### src/rtl/nibble_serial_subtractor.sv
// Slice-serial WIDTH-bit subtractor: diff = a - b, SLICE bits per clock, LSB slice first.
// Optional unsigned saturation on underflow when NIBBLE_SUB_SATURATE_EN is defined.
module nibble_serial_subtractor #(
    parameter int WIDTH = 32,
    parameter int SLICE = 4
) (
    input  logic             clk,
    input  logic             rst,
    input  logic             in_valid,
    output logic             in_ready,
    input  logic [WIDTH-1:0] in_a,
    input  logic [WIDTH-1:0] in_b,
    output logic             out_valid,
    input  logic             out_ready,
    output logic [WIDTH-1:0] out_diff,
    output logic             out_borrow,
    output logic             out_overflow,
    output logic             out_zero,
    output logic             busy
);

    // state | meaning
    // IDLE  | waiting for operands, in_ready high
    // RUN   | one slice added per clock, NSLICE clocks
    // DONE  | result presented, held until out_ready

    localparam int NSLICE = WIDTH / SLICE;
    localparam int CNT_W  = (NSLICE > 1) ? $clog2(NSLICE) : 1;
    localparam logic [CNT_W-1:0] LAST_CNT = CNT_W'(NSLICE - 1);

    typedef enum logic [1:0] {
        S_IDLE = 2'd0,
        S_RUN  = 2'd1,
        S_DONE = 2'd2
    } state_t;

    state_t           state_q, state_d;
    logic [CNT_W-1:0] cnt_q, cnt_d;
    logic             carry_q, carry_d;
    logic [WIDTH-1:0] a_q, a_d;
    logic [WIDTH-1:0] nb_q, nb_d;
    logic [WIDTH-1:0] res_q, res_d;
    logic [WIDTH-1:0] diff_q, diff_d;
    logic             borrow_q, borrow_d;
    logic             ovf_q, ovf_d;
    logic             zero_q, zero_d;

    logic [SLICE:0]   slice_sum;
    logic [WIDTH-1:0] res_shift;
    logic [WIDTH-1:0] fin_diff;
    logic             final_borrow;
    logic             sign_a;
    logic             sign_b;
    logic             ovf_raw;

    // a - b computed as a + ~b + 1; the +1 is the initial carry.
    assign slice_sum    = {1'b0, a_q[SLICE-1:0]} + {1'b0, nb_q[SLICE-1:0]}
                        + {{SLICE{1'b0}}, carry_q};
    assign res_shift    = (res_q >> SLICE)
                        | (WIDTH'(slice_sum[SLICE-1:0]) << (WIDTH - SLICE));
    assign final_borrow = ~slice_sum[SLICE];

    // Operands shift right, so during the top slice their sign bits sit at SLICE-1.
    assign sign_a  = a_q[SLICE-1];
    assign sign_b  = ~nb_q[SLICE-1];
    assign ovf_raw = (sign_a != sign_b) && (res_shift[WIDTH-1] != sign_a);

`ifdef NIBBLE_SUB_SATURATE_EN
    assign fin_diff = final_borrow ? '0 : res_shift;
`else
    assign fin_diff = res_shift;
`endif

    always_comb begin
        state_d  = state_q;
        cnt_d    = cnt_q;
        carry_d  = carry_q;
        a_d      = a_q;
        nb_d     = nb_q;
        res_d    = res_q;
        diff_d   = diff_q;
        borrow_d = borrow_q;
        ovf_d    = ovf_q;
        zero_d   = zero_q;

        case (state_q)
            S_IDLE: begin
                if (in_valid) begin
                    a_d     = in_a;
                    nb_d    = ~in_b;
                    carry_d = 1'b1;
                    cnt_d   = '0;
                    state_d = S_RUN;
                end
            end
            S_RUN: begin
                res_d   = res_shift;
                carry_d = slice_sum[SLICE];
                a_d     = a_q >> SLICE;
                nb_d    = nb_q >> SLICE;
                cnt_d   = cnt_q + CNT_W'(1);
                if (cnt_q == LAST_CNT) begin
                    cnt_d    = '0;
                    diff_d   = fin_diff;
                    borrow_d = final_borrow;
                    ovf_d    = ovf_raw;
                    zero_d   = (fin_diff == '0);
                    state_d  = S_DONE;
                end
            end
            S_DONE: begin
                if (out_ready) begin
                    state_d = S_IDLE;
                end
            end
            default: begin
                state_d = S_IDLE;
            end
        endcase
    end

    always_ff @(posedge clk) begin
        if (rst) begin
            state_q  <= S_IDLE;
            cnt_q    <= '0;
            carry_q  <= 1'b0;
            a_q      <= '0;
            nb_q     <= '0;
            res_q    <= '0;
            diff_q   <= '0;
            borrow_q <= 1'b0;
            ovf_q    <= 1'b0;
            zero_q   <= 1'b0;
        end else begin
            state_q  <= state_d;
            cnt_q    <= cnt_d;
            carry_q  <= carry_d;
            a_q      <= a_d;
            nb_q     <= nb_d;
            res_q    <= res_d;
            diff_q   <= diff_d;
            borrow_q <= borrow_d;
            ovf_q    <= ovf_d;
            zero_q   <= zero_d;
        end
    end

    assign in_ready     = (state_q == S_IDLE);
    assign out_valid    = (state_q == S_DONE);
    assign busy         = (state_q != S_IDLE);
    assign out_diff     = diff_q;
    assign out_borrow   = borrow_q;
    assign out_overflow = ovf_q;
    assign out_zero     = zero_q;

endmodule
### config.mk
export PLATFORM = sky130hd
export DESIGN_NAME = nibble_serial_subtractor
export DESIGN_NICKNAME = d
export VERILOG_FILES = /design/src/rtl/nibble_serial_subtractor.sv
export SDC_FILE = /design/constraint.sdc
export NUM_CORES = 1
export LEC_CHECK = 0
export BUFFER_PORTS_ARGS = -buffer_cell sky130_fd_sc_hd__buf_4
export CORE_ASPECT_RATIO = 1.2
export CORE_MARGIN = 5
export CORE_UTILIZATION = 49
export CTS_CLUSTER_DIAMETER = 60
export DETAILED_ROUTE_END_ITERATION = 7
export GPL_TIMING_DRIVEN = 1
export PLACE_DENSITY = 0.72
export SLEW_MARGIN = 5
export SYNTH_ARGS = -nofsm -noshare
export SYNTH_HDL_FRONTEND = slang
export SYNTH_SLANG_ARGS = --single-unit
### constraint.sdc
create_clock -name clk -period 2.9 [get_ports clk]
set_input_delay 0.29 -clock clk [delete_from_list [all_inputs] [get_ports clk]]
set_output_delay 0.29 -clock clk [all_outputs]
set_load 0.05 [all_outputs]
==> impl_results.md <==
* Hold WC Path Type: input pin to register
* Avg Inst Size Synth at 7.70 um2
* Syn. warnings at 0
* First-pass GRT wire length at 22800 um
* Syn nets at 805
* Unrepaired setup endpoints after global routing: false
* Post-CTS setup buffer count at 0
* Worst r2r path cells at 6
* Clk sinks at approximately 130
* DR iter-0 viols at between 300 and 400
* Sw Ratio at roughly 23%
* Post-route cell area at 7060 um2
* Vias in the first global route at 5022
* Psw at 1120 uW
* DIE HEIGHT at ~130 um
* Drt total wl at 13700 um
* Worst skew pair latency at 0.41 ns
* Status: complete, no violations
* P per Cell Area at about 700 nW/um2
* Reg area at around 2700 um2
* Sequential power share at 41.4%
* Initial antenna violation count at 0
* R2R Setup Slk at 0.88 ns
* Gpl congestion at 0.779
* Drt via density at roughly 5.3
* Detail Placement HPWL at about 9000 um
* Distinct cells, synth at 35
* Setup TNS at 0 ns
* Commonest non-fill, non-tap cell in the layout: nor2_1
* Flops & latches, synth at 133
* Via count at 5199
* Largest net degree at the start of global routing at 61
* Peak VDD IR at 0.000422 V
* CTS tree: built
* WL/cell at ~14 um
* Synthesized cell area at around 5600 um2
* Crit path launch type: register
* IO Port Bufs at 105
* Max Freq at 472 MHz
* Leak Pwr at 0.00301 uW
* CTS-repair resized insts at 0
* Crit path launch: state_q[1]$_SDFFE_PP0P_
* Cells after Synth at 730
* Area of the multi-input gates at 2680 um2
* Drt pass-1 iters at 5
* Fin crit period at 2.12 ns
* WS Path Type: register to output port
* Number of flops mapped to enable cells by yosys at 0
* Final setup violating endpoints at 0
* Critical path data required time at between 2 and 3 ns
* Grt ovf at 0
* Hold path depth at 3
* HP Start: in_a[28]
* # DRC at 0
* Diode count at 0
* Remaining antenna violation count after routing at 0
* Internal power at 3700 uW
* # fillers at 1008
* Slew @ Worst Pin at 0.897 ns
* Die Wd at about 110 um
* Die footprint at 13700 um2
* H-Tree Depth at 4
* Critical R2R Capture: out_zero$_SDFFE_PP0P_
* CTS Hold Bufs at 0
* Clock power share at 47.5%
* Skew final at between 0.007 and 0.008 ns
* Hold Path Sink: a_q[28]$_SDFFE_PP0P_
* Sequential area share after synthesis at 47.4%
* FFs w/ async S/R, synth at 0%
* Crit path max fanout at 46
* Placed Area at 6420 um2
* Comb pwr share at 11.1%
* Endpoint class of the critical path: output port
* Max-Cap Viols at 0
* Worst flop-to-flop path startpoint: carry_q$_SDFFE_PP0P_
* Maximum clock path buffer count at 2
* Placeable Area at 11100 um2
* Max-slew violation count at 0
* Share of cells above drive strength 1 at between 10% and 20%
* Row cnt at 42
* Fin nets at 880
* CP arrival at around 1.8 ns
* Most frequent cells in the layout: nor2_1 (152), dfxtp_1 (131), nand2_1 (118)
* Ports at 106
* Tcrit/Tclk final at roughly three quarters
* Gr usage total at 20.3%
* Synth-to-Final Area Change at 25.6%
* Inserted Clock Buffers at 17
* Reg clk slew, reported paths at 0.06 ns
* Root Buffer: clkbuf_16
* Rel. slew slack at 40.2%
* Final hold violation count at 0
* Top FF cell, synth: dfxtp_1
* Initial Util at 50.5%
-- through the flow --
step	instances	worst slack [ns]	power [uW]	utilization [%]	hold WS, ns
6_report	972	0.781	4820	63.4	0.114
5_1_grt	972	0.628	5010	63.4	0.112
4_1_cts	972	0.779	4850	63.4	0.102
3_5_place_dp	940	0.893	2560	57.7	0.447
3_3_place_gp	940	0.974	2550	57.7	0.444
2_1_floorplan	730	0.909	2400	-	0.438
-- state kept, by name (all words and copies together) (netlist names) --
register      cells
out_overflow      1
a_q              32
cnt_q             3
out_zero          1
res_q            28
state_q           2
carry_q           1
out_diff         32
nb_q             32
out_borrow        1
-- area by class of cell --
type / instances / share of cell area (%)
tap: 154 / 2.73
clock buffer: 23 / 6.91
timing repair buffer: 117 / 12.4
multi-input combinational: 534 / 38.0
sequential: 133 / 37.7
inverter: 2 / 0.106
clock inverter: 9 / 2.09
-- cell usage after synthesis (2+ instances only) --
| library cell | instances | area [um2] |
|---|---|---|
| buf_6 | 3 | 33.8 |
| buf_4 | 2 | 15.0 |
| and3_1 | 2 | 12.5 |
| ha_1 | 5 | 62.6 |
| a31oi_1 | 28 | 175 |
| dfxtp_1 | 133 | 2660 |
| buf_1 | 6 | 22.5 |
| nor2_1 | 153 | 574 |
| nor3_1 | 59 | 295 |
| or3_1 | 2 | 12.5 |
| nand2_1 | 118 | 443 |
| o22ai_1 | 3 | 18.8 |
| nand2b_1 | 3 | 18.8 |
| a21oi_1 | 65 | 325 |
| a22oi_1 | 6 | 45.0 |
| and2_1 | 2 | 12.5 |
| a2bb2oi_1 | 29 | 254 |
| fa_1 | 2 | 40.0 |
| clkbuf_1 | 32 | 120 |
| o21ai_0 | 3 | 15.0 |
| nor2b_1 | 33 | 206 |
| and4_1 | 2 | 17.5 |
| nor4_1 | 7 | 43.8 |
| a211oi_1 | 2 | 15.0 |
| nand3_1 | 2 | 10.0 |
| inv_1 | 2 | 7.51 |
| buf_2 | 18 | 90.1 |
-- power by group through the flow --
| stage | Clock, uW | Sequential [uW] | Combinational [uW] |
|---|---|---|---|
| CTS | 2310 | 1990 | 536 |
| global route | 2400 | 2010 | 596 |
| finish | 2290 | 1990 | 535 |
| floorplan | 0 | 2010 | 392 |
| global placement | 0 | 2030 | 520 |
| detailed placement | 0 | 2030 | 531 |
-- routing by layer --
layer	vias to the layer above	routed length, um	track usage [%]	share of wire (%)
li1	2606	-	-	-
met5	-	0	0	0
met3	20	865	5.20	6.3
met2	167	6780	34.3	49
met4	0	193	7.21	1.4
met1	2406	5900	24.9	43
-- kinds of logic (layout without fill, tap and decap cells) --
kind of cell               count (synthesis)  after routing  synth area share, %
xor gates and xnor gates                   1              1                0.156
AOI/OAI and AO/OA                        138            138                 15.4
adders and majority gates                  7              7                 1.82
DFF                                      133            133                 47.4
and+or+nand+nor                          388            388                 30.2
buffers and inverters                     63            151                 5.14
-- critical path, stage by stage (launching register included) --
cell	delay [ns]
dfxtp_2	0.90
nor2_1	0.20
inv_1	0.10
buf_4	0.19
-- worst max-delay path by stage --
stage               cells after the start                    end  slack [ns]
global placement                        6  out_zero$_SDFFE_PP0P_        0.97
finish                                  3                   busy        0.78
detailed placement                      6  out_zero$_SDFFE_PP0P_        0.89
floorplan                               3                   busy        0.91
global route                            3                   busy        0.63
CTS                                     3                   busy        0.78
No activity file was read; power rests on OpenSTA's default activity.
